==> src/rtl/gpu_pkg.sv <==
// Shared definitions for the sprite DMA engine.
// Holds the memory-mapped register addresses, the CTRL bit positions,
// the transfer FSM state encoding, the sprite RAM address width and
// a helper that clamps a requested length to the sprite RAM size.
package gpu_pkg;

  localparam logic [15:0] SRC_ADDR  = 16'h4803;
  localparam logic [15:0] DST_ADDR  = 16'h4804;
  localparam logic [15:0] LEN_ADDR  = 16'h4805;
  localparam logic [15:0] CTRL_ADDR = 16'h4806;

  localparam int SPRITE_DEPTH_BITS = 10;

  localparam int CTRL_START_BIT   = 0;
  localparam int CTRL_WAIT_VB_BIT = 1;
  localparam int CTRL_ABORT_BIT   = 2;

  // A full sprite RAM is the longest useful copy.
  localparam logic [10:0] LEN_MAX = 11'd1024;

  typedef enum logic [2:0] {
    ST_IDLE    = 3'd0,
    ST_WAIT_VB = 3'd1,
    ST_PRIME   = 3'd2,
    ST_STREAM  = 3'd3,
    ST_FINISH  = 3'd4
  } dma_state_e;

  function automatic logic [10:0] clamp_len(input logic [10:0] raw);
    logic [10:0] res;
    if (raw > LEN_MAX) begin
      res = LEN_MAX;
    end else begin
      res = raw;
    end
    return res;
  endfunction

endpackage

==> src/rtl/dma_regs.sv <==
// Memory-mapped register file of the sprite DMA engine.
// Ports:
//   clk, rst         clock, synchronous active-low reset
//   memaddr/memwrite/writedata  CPU data bus
//   idle             FSM is idle; register writes are accepted only then
//   busy             transfer pending/active, reported in CTRL readback
//   src/dst/len      programmed transfer parameters
//   wait_vblank      latched CTRL wait-for-vblank bit
//   ctrl_wr          CPU write to CTRL this cycle (any FSM state)
//   dma_memdata      registered readback, 0 for unrelated addresses
module dma_regs
  import gpu_pkg::*;
(
  input  logic                         clk,
  input  logic                         rst,
  input  logic [15:0]                  memaddr,
  input  logic                         memwrite,
  input  logic [15:0]                  writedata,
  input  logic                         idle,
  input  logic                         busy,
  output logic [15:0]                  src,
  output logic [SPRITE_DEPTH_BITS-1:0] dst,
  output logic [10:0]                  len,
  output logic                         wait_vblank,
  output logic                         ctrl_wr,
  output logic [15:0]                  dma_memdata
);

  logic [15:0] rd_mux;

  assign ctrl_wr = memwrite && (memaddr == CTRL_ADDR);

  // Register file; parameters are frozen while a transfer is pending or running
  always_ff @(posedge clk) begin
    if (!rst) begin
      src         <= 16'd0;
      dst         <= {SPRITE_DEPTH_BITS{1'b0}};
      len         <= 11'd0;
      wait_vblank <= 1'b0;
    end else if (memwrite && idle) begin
      case (memaddr)
        SRC_ADDR:  src         <= writedata;
        DST_ADDR:  dst         <= writedata[SPRITE_DEPTH_BITS-1:0];
        LEN_ADDR:  len         <= clamp_len(writedata[10:0]);
        CTRL_ADDR: wait_vblank <= writedata[CTRL_WAIT_VB_BIT];
        default:   src         <= src;
      endcase
    end else begin
      src <= src;
    end
  end

  // Readback select for the addressed register
  always_comb begin
    rd_mux = 16'd0;
    case (memaddr)
      SRC_ADDR:  rd_mux = src;
      DST_ADDR:  rd_mux = {{(16-SPRITE_DEPTH_BITS){1'b0}}, dst};
      LEN_ADDR:  rd_mux = {5'd0, len};
      CTRL_ADDR: rd_mux = {13'd0, wait_vblank, 1'b0, busy};
      default:   rd_mux = 16'd0;
    endcase
  end

  // One-cycle readback latency, matching the other memory-mapped registers
  always_ff @(posedge clk) begin
    if (!rst) begin
      dma_memdata <= 16'd0;
    end else begin
      dma_memdata <= rd_mux;
    end
  end

endmodule

==> src/rtl/sprite_dma.sv <==
// Sprite DMA engine: copies LEN words from main memory (starting at SRC)
// into sprite object RAM (starting at DST), optionally deferred to vblank.
// Ports:
//   clk, rst                    clock, synchronous active-low reset
//   memaddr/memwrite/writedata  CPU data bus (register access)
//   dma_memdata                 register readback
//   vbright                     1 = active display, 0 = vblank
//   stall                       CPU hold while the DMA owns the buses
//   busy                        transfer pending or active
//   mem_addr/mem_en/mem_rdata   main memory port A (1-cycle read latency)
//   sprite_addr/we/wdata        sprite object RAM write port
//   done                        one-cycle completion pulse
module sprite_dma
  import gpu_pkg::*;
(
  input  logic                         clk,
  input  logic                         rst,
  input  logic [15:0]                  memaddr,
  input  logic                         memwrite,
  input  logic [15:0]                  writedata,
  output logic [15:0]                  dma_memdata,
  input  logic                         vbright,
  output logic                         stall,
  output logic                         busy,
  output logic [15:0]                  mem_addr,
  output logic                         mem_en,
  input  logic [15:0]                  mem_rdata,
  output logic [SPRITE_DEPTH_BITS-1:0] sprite_addr,
  output logic                         sprite_we,
  output logic [15:0]                  sprite_wdata,
  output logic                         done
);

  dma_state_e                   state, state_nx;
  logic [15:0]                  rd_ptr, rd_ptr_nx;
  logic [SPRITE_DEPTH_BITS-1:0] wr_ptr, wr_ptr_nx;
  logic [10:0]                  cnt, cnt_nx;

  logic [15:0]                  src;
  logic [SPRITE_DEPTH_BITS-1:0] dst;
  logic [10:0]                  len;
  logic                         wait_vblank;
  logic                         ctrl_wr;
  logic                         idle, start, abort, stall_nx;

  dma_regs u_regs (
    .clk         (clk),
    .rst         (rst),
    .memaddr     (memaddr),
    .memwrite    (memwrite),
    .writedata   (writedata),
    .idle        (idle),
    .busy        (busy),
    .src         (src),
    .dst         (dst),
    .len         (len),
    .wait_vblank (wait_vblank),
    .ctrl_wr     (ctrl_wr),
    .dma_memdata (dma_memdata)
  );

  assign idle  = (state == ST_IDLE);
  assign start = ctrl_wr && idle && writedata[CTRL_START_BIT];
  assign abort = ctrl_wr && (state == ST_WAIT_VB) && writedata[CTRL_ABORT_BIT];

  // Next-state and pointer update logic
  always_comb begin
    state_nx  = state;
    rd_ptr_nx = rd_ptr;
    wr_ptr_nx = wr_ptr;
    cnt_nx    = cnt;
    case (state)
      ST_IDLE: begin
        if (start) begin
          // src cannot change until the FSM is back in IDLE, so load it now
          rd_ptr_nx = src;
          if (len == 11'd0) begin
            state_nx = ST_FINISH;
          end else if (writedata[CTRL_WAIT_VB_BIT]) begin
            state_nx = ST_WAIT_VB;
          end else begin
            state_nx = ST_PRIME;
          end
        end else begin
          state_nx = ST_IDLE;
        end
      end
      ST_WAIT_VB: begin
        if (abort) begin
          state_nx = ST_IDLE;
        end else if (!vbright) begin
          state_nx = ST_PRIME;
        end else begin
          state_nx = ST_WAIT_VB;
        end
      end
      ST_PRIME: begin
        // first read issued this cycle; the next address goes out with write 0
        state_nx  = ST_STREAM;
        cnt_nx    = len;
        wr_ptr_nx = dst;
        rd_ptr_nx = rd_ptr + 16'd1;
      end
      ST_STREAM: begin
        wr_ptr_nx = wr_ptr + 10'd1;
        rd_ptr_nx = rd_ptr + 16'd1;
        cnt_nx    = cnt - 11'd1;
        if (cnt == 11'd1) begin
          state_nx = ST_FINISH;
        end else begin
          state_nx = ST_STREAM;
        end
      end
      ST_FINISH: state_nx = ST_IDLE;
      default:   state_nx = ST_IDLE;
    endcase
  end

  assign stall_nx = (state_nx == ST_PRIME) || (state_nx == ST_STREAM);

  // State, pointers and bus outputs; outputs are decoded from the next state
  // so they are registered yet aligned with the state they describe
  always_ff @(posedge clk) begin
    if (!rst) begin
      state       <= ST_IDLE;
      rd_ptr      <= 16'd0;
      wr_ptr      <= {SPRITE_DEPTH_BITS{1'b0}};
      cnt         <= 11'd0;
      stall       <= 1'b0;
      busy        <= 1'b0;
      done        <= 1'b0;
      mem_en      <= 1'b0;
      mem_addr    <= 16'd0;
      sprite_we   <= 1'b0;
      sprite_addr <= {SPRITE_DEPTH_BITS{1'b0}};
    end else begin
      state       <= state_nx;
      rd_ptr      <= rd_ptr_nx;
      wr_ptr      <= wr_ptr_nx;
      cnt         <= cnt_nx;
      stall       <= stall_nx;
      busy        <= stall_nx || (state_nx == ST_WAIT_VB);
      done        <= (state_nx == ST_FINISH);
      // no read is needed for the word after the last one
      mem_en      <= (state_nx == ST_PRIME) ||
                     ((state_nx == ST_STREAM) && (cnt_nx > 11'd1));
      mem_addr    <= stall_nx ? rd_ptr_nx : 16'd0;
      sprite_we   <= (state_nx == ST_STREAM);
      sprite_addr <= (state_nx == ST_STREAM) ? wr_ptr_nx : {SPRITE_DEPTH_BITS{1'b0}};
    end
  end

  // Read data arrives one cycle after its address, exactly in the write cycle
  assign sprite_wdata = sprite_we ? mem_rdata : 16'd0;

endmodule

==> config.mk <==
export PLATFORM = sky130hd
export DESIGN_NAME = sprite_dma
export DESIGN_NICKNAME = d
export VERILOG_FILES = /design/src/rtl/gpu_pkg.sv /design/src/rtl/dma_regs.sv /design/src/rtl/sprite_dma.sv
export SDC_FILE = /design/constraint.sdc
export NUM_CORES = 1
export LEC_CHECK = 0
export CORE_MARGIN = 2
export CORE_UTILIZATION = 45
export DETAILED_ROUTE_END_ITERATION = 7
export PLACE_DENSITY = 0.72
export RECOVER_POWER = 100
export SYNTH_ARGS = -nofsm -noshare
export SYNTH_HDL_FRONTEND = slang
export SYNTH_SLANG_ARGS = --single-unit
==> constraint.sdc <==
create_clock -name clk -period 4.36 [get_ports clk]
set_input_delay 1.09 -clock clk [delete_from_list [all_inputs] [get_ports clk]]
set_output_delay 1.09 -clock clk [all_outputs]
set_load 0.02 [all_outputs]
# Yosys cells after proc, flatten, opt, wreduce, memory -nomap -nowiden
# Cells that the tools add are included.
[word_totals]
input_bits = 52
output_inout_bits = 63
regBits = 125
elab_cells = 66
[classes]
reduce_logical = 19
n_addsub = 3
n_mux = 14
order_cmp = 2
n_eq_ne = 12
[op_table]
columns = ["cell", "n"]
rows = [
  ["$eq A16 B15 Y1 const B", 4],
  ["$pmux W16 S4", 1],
  ["$mux W16", 2],
  ["$pmux W16 S2", 1],
  ["$pmux W11 S2", 1],
  ["$pmux W10 S2", 1],
  ["$add A16 B1 Y16 const B", 1],
  ["$eq A3 B2 Y1 const B", 4],
  ["$pmux W3 S4", 1],
  ["$reduce_and A2 Y1", 6],
  ["$eq A11 B1 Y1 const B", 1],
  ["$gt A11 B1 Y1 const B", 1],
  ["$gt A11 B11 Y1 const B", 1],
  ["$logic_not A11 Y1", 1],
  ["$mux W11", 1],
  ["$sub A11 B1 Y11 const B", 1],
  ["$add A10 B1 Y10 const B", 1],
  ["$mux W3", 3],
  ["$logic_and A1 B1 Y1", 7],
  ["$eq A3 B1 Y1 const B", 2],
  ["$mux W2", 3],
  ["$eq A3 B3 Y1 const B", 1],
  ["$logic_not A3 Y1", 1],
  ["$logic_or A1 B1 Y1", 3],
  ["$reduce_or A2 Y1", 1],
]

# Depth between registers and ports, before layout
[logic_depth]
word_depth = 9
mapped_depth = 9
depth_no_buf = 8

# Cells and area by module
# From an unflattened synthesis, not the netlist that was laid out.
[hier_totals]
cells_unflattened = 672
area_unflattened_um2 = 5845.6
[modules_own_cells]
columns = ["module", "seq_area_each_um2", "area_per_inst_um2", "cells_each", "instances"]
rows = [
  ["sprite_dma", 1421.4, 3442.1, 410, 1],
  ["dma_regs", 1081.0, 2403.6, 262, 1],
]

# Worst setup path before layout
# OpenSTA, ideal clock, no wires.
[synth_timing]
path_type = "input -> register"
startpoint = "in memaddr[9]"
endpoint = "reg u_regs.len[9]"
path_buffers = 1
stages = 7
setup_time_ps = 71
setup_slack_ps = 1659
required_time_ps = 4289
t_arrival_ps = 2630
cell_sequence = "nor4b_4 nand4_2 nor3b_2 nand3_2 buf_6 or3b_1 a21oi_1"
[synth_between]
elab_chain_len = 2
[synth_lines]
columns = ["item", "line", "rtl"]
rows = [
  ["start: declaration", "sprite_dma.sv:18", "input logic [15:0] memaddr,"],
  ["$eq A16 B15 Y1", "dma_regs.sv:41", "case (memaddr)"],
  ["$reduce_and A2 Y1 (no source line)", "--", ""],
  ["end signal: assignment", "dma_regs.sv:44", "LEN_ADDR: len <= clamp_len(writedata[10:0]);"],
  ["end: declaration", "dma_regs.sv:23", "output logic [10:0] len,"],
]
# No other way between the ends.
# A chain may end at the register's enable or synchronous reset.

# Final worst setup path
[layout_timing]
startpoint = "in memaddr[9]"
endpoint = "reg u_regs.dma_memdata[10]"
[layout_between]
elab_chain_len = 2
word_cells_on_any_way = 5
cone_classes = "4 x eq/ne; 1 x mux"
[layout_lines]
columns = ["item", "line", "rtl"]
rows = [
  ["$eq A16 B15 Y1", "dma_regs.sv:56", "case (memaddr)"],
  ["$pmux W16 S4 *", "dma_regs.sv:56", ""],
  ["end signal: assignment", "dma_regs.sv:70", "dma_memdata <= rd_mux;"],
  ["end: declaration", "dma_regs.sv:26", "output logic [15:0] dma_memdata"],
]
# Mark *: on every way between the ends. The rest lies on a longest branch, timed or not.

==> out/metrics.csv <==
metric;value;unit
status;finished, final reports clean;
final slew viol count;0;
total grt overflow;0;
average cell area after synthesis;8.71;sq um
Leakage;2.86;nW
half-perimeter wire length after detailed placement;10800;um
CP startpoint kind;input port;
worst path arrival time;3.95;ns
Tot Pwr;2.64;mW
PortBufs;114;
Antenna Violating Nets Remaining;0;
P_sw;507;uW
number of H-tree levels;4;
post-detailed-routing wire length;15000;um
Hold WC Path Type;reg -> reg;
HP Start;u_regs.wait_vblank$_SDFFE_PN0P_;
core footprint;12000;sq um
row cnt;40;
Yosys top cell area share;45.5;%
Clk network pwr share;53.4;%
Worst R2R Start;state[0]$_SDFF_PN0_;
Num CTS Buffers;17;
Area Overhead vs Synth;32.4;%
Slew @ Worst Pin;1.12;ns
CTS tree;yes;
global-route wire length before repair;24000;um
crit path time final;3.61;ns
hold-critical path depth;2;
period utilization;82.8;%
Post-synth EDFFs;0;
Cell Pwr Density;362;nW/um^2
dpl cell area;6720;sq um
met2 WL;7380;um
die footprint;13100;sq um
met3 wire length;1050;um
post-synth top area cell;dfxtp_1;
final setup vio count;0;
Max Clock Skew;0.00556;ns
Yosys reg bits;125;
sw frac;19.2;%
Critical Path RT;4.70;ns
clk slew on worst S/H paths;0.05;ns
Setup TNS;0;ns
Nets;791;
ranking of synthesized cells by area;dfxtp_1, mux2i_1, nor2_1, and2_1, a21oi_1;
Hold Fails Final Rpt;0;
commonest non-fill, non-tap cell in the layout;dfxtp_1;
Die Ht;115;um
Initial Util;46.0;%
DRC errors left;0;
dpl ws;0.773;ns
share of layout cells above drive strength 1;6.02;%
Post-synth ARST share;0;%
Worst IR Drop VDD;272;uV
worst setup margin;0.750;ns
routability cong.;0.886;
routed vias;5106;
vias per cell;5.71;
post-layout util;60.9;%
Syn Nets;687;
Tot GR Track Use;23.4;%
cts hold-fix bufs;0;
Setup CP Type;in -> reg;
routed len/inst;16.7;um
Chip Width;115;um
antenna violations before repair;0;
Critical R2R Capture;mem_en$_SDFF_PN0_;
Mapped Area;5500;sq um
Int Pwr;2.13;mW
top sig layer;met4;
largest net degree at the start of global routing;40;
worst-skew pair later-pin latency;0.42;ns
# diodes;0;
Setup Buffers After CTS;0;
sequential fraction of design power;43.4;%
design area;7280;sq um
most frequent cells in the layout;dfxtp_1, nor2_1, dlygate4sd3_1, clkdlybuf4s50_1, nand2_1;
CTS Buffer Depth;2;
vias in the first global route;4790;
sequential fraction of the synthesis area;45.5;%
Main synth FF type;dfxtp_1;
hold endpoint;u_regs.wait_vblank$_SDFFE_PN0P_;
Slew headroom;25.6;%
Comb pwr share;3.3;%
reg2reg path depth;6;
CTS resizes;0;
Clock Tree Root;clkbuf_16;
RSZ-0062 raised after global routing;false;
Met1 Routed Length;6300;um
Cell variety after synth;56;
Worst R2R Setup Slack;1.43;ns
drt initial violations;285;
max-cap violation count;0;
Ys Warns;0;
IO Pins;115;
Post-Syn Instances;631;
CTS Sinks;125;
Worst Path Max Fanout;12;
FMAX;0.277;GHz
Initial DRT Pass Iterations;5;
CP Capture Type;flop;
[per-layer routing]
layer  global-route usage (%)  vias to the layer above
met5                        0                        -
met4                     8.70                        0
met3                     6.30                       28
met2                     39.6                      196
met1                     28.5                     2427
li1                         -                     2455
[how the worst max path moves through the flow]
stage,to,depth (start not counted),slack [ns],start
after floorplan,u_regs.len[9]$_SDFFE_PN0P_,7,1.66,memaddr[9]
after global placement,u_regs.len[7]$_SDFFE_PN0P_,7,0.87,memaddr[9]
after detailed placement,u_regs.len[1]$_SDFFE_PN0P_,7,0.77,memaddr[9]
after CTS,sprite_wdata[7],3,0.95,mem_rdata[7]
after global routing,u_regs.dma_memdata[7]$_SDFF_PN0_,5,0.47,rst
final,u_regs.dma_memdata[10]$_SDFF_PN0_,7,0.75,memaddr[9]
[cell type report]
| type | count | area, sq um |
|---|---|---|
| clock buffer | 25 | 485 |
| clock inverter | 7 | 110 |
| fill | 1005 | 4680 |
| inverter | 8 | 30.0 |
| multi-input combinational | 459 | 2770 |
| sequential | 125 | 2500 |
| tap | 147 | 184 |
| timing repair buffer | 124 | 1200 |
[power by group through the flow]
| stage | combinational (mW) | sequential [mW] | clock, mW |
|---|---|---|---|
| floorplan | 0.0258 | 1.17 | 0 |
| global placement | 0.0880 | 1.17 | 0 |
| detailed placement | 0.0887 | 1.17 | 0 |
| CTS | 0.0889 | 1.14 | 1.43 |
| global route | 0.0907 | 1.14 | 1.48 |
| finish | 0.0860 | 1.14 | 1.41 |
[Yosys cell counts, drive strengths merged, types with 5 or more instances]
master and n:
nor4 10, and3 12, nor3b 6, o21ai 20, a31oi 9, buf 16, or3b 11, clkbuf 23
nor2 108, a21oi 39, and2 32, a221oi 8, o22ai 13, inv 8, a21o 5, nor3 17
nand3 17, mux2i 44, nand2 45, dfxtp 125, nand4 11
[cells by family after synthesis]
logic type / Yosys count / synth area share, %
and+or+nand+nor: 291 / 27.9
adders and majority gates: 4 / 0.910
muxes: 46 / 8.42
AOI/OAI and AO/OA: 118 / 13.4
DFF: 125 / 45.5
buffers and inverters: 47 / 3.85
[registers in the layout (all words and copies together) (netlist names), 3 cells and up]
| name | flops |
|---|---|
| u_regs.dst | 10 |
| u_regs.src | 16 |
| u_regs.dma_memdata | 16 |
| rd_ptr | 16 |
| u_regs.len | 11 |
| cnt | 11 |
| sprite_addr | 10 |
| mem_addr | 16 |
| wr_ptr | 10 |
| state | 3 |
[metrics by stage]
| step | hold slack (ns) | cells |
|---|---|---|
| after floorplan | 0.432 | 631 |
| after detailed placement | 0.464 | 863 |
| final | 0.476 | 895 |
| after global routing | 0.497 | 895 |
| after CTS | 0.471 | 895 |
| after global placement | 0.438 | 863 |
[critical path, stage by stage]
cell	delay, ns
dlygate4sd3_1	0.54
nor4b_1	0.47
nand4_1	0.35
nor3_1	0.59
clkbuf_1	0.52
o31ai_1	0.20
nor2_1	0.19
No activity file was read; power rests on OpenSTA's default activity.
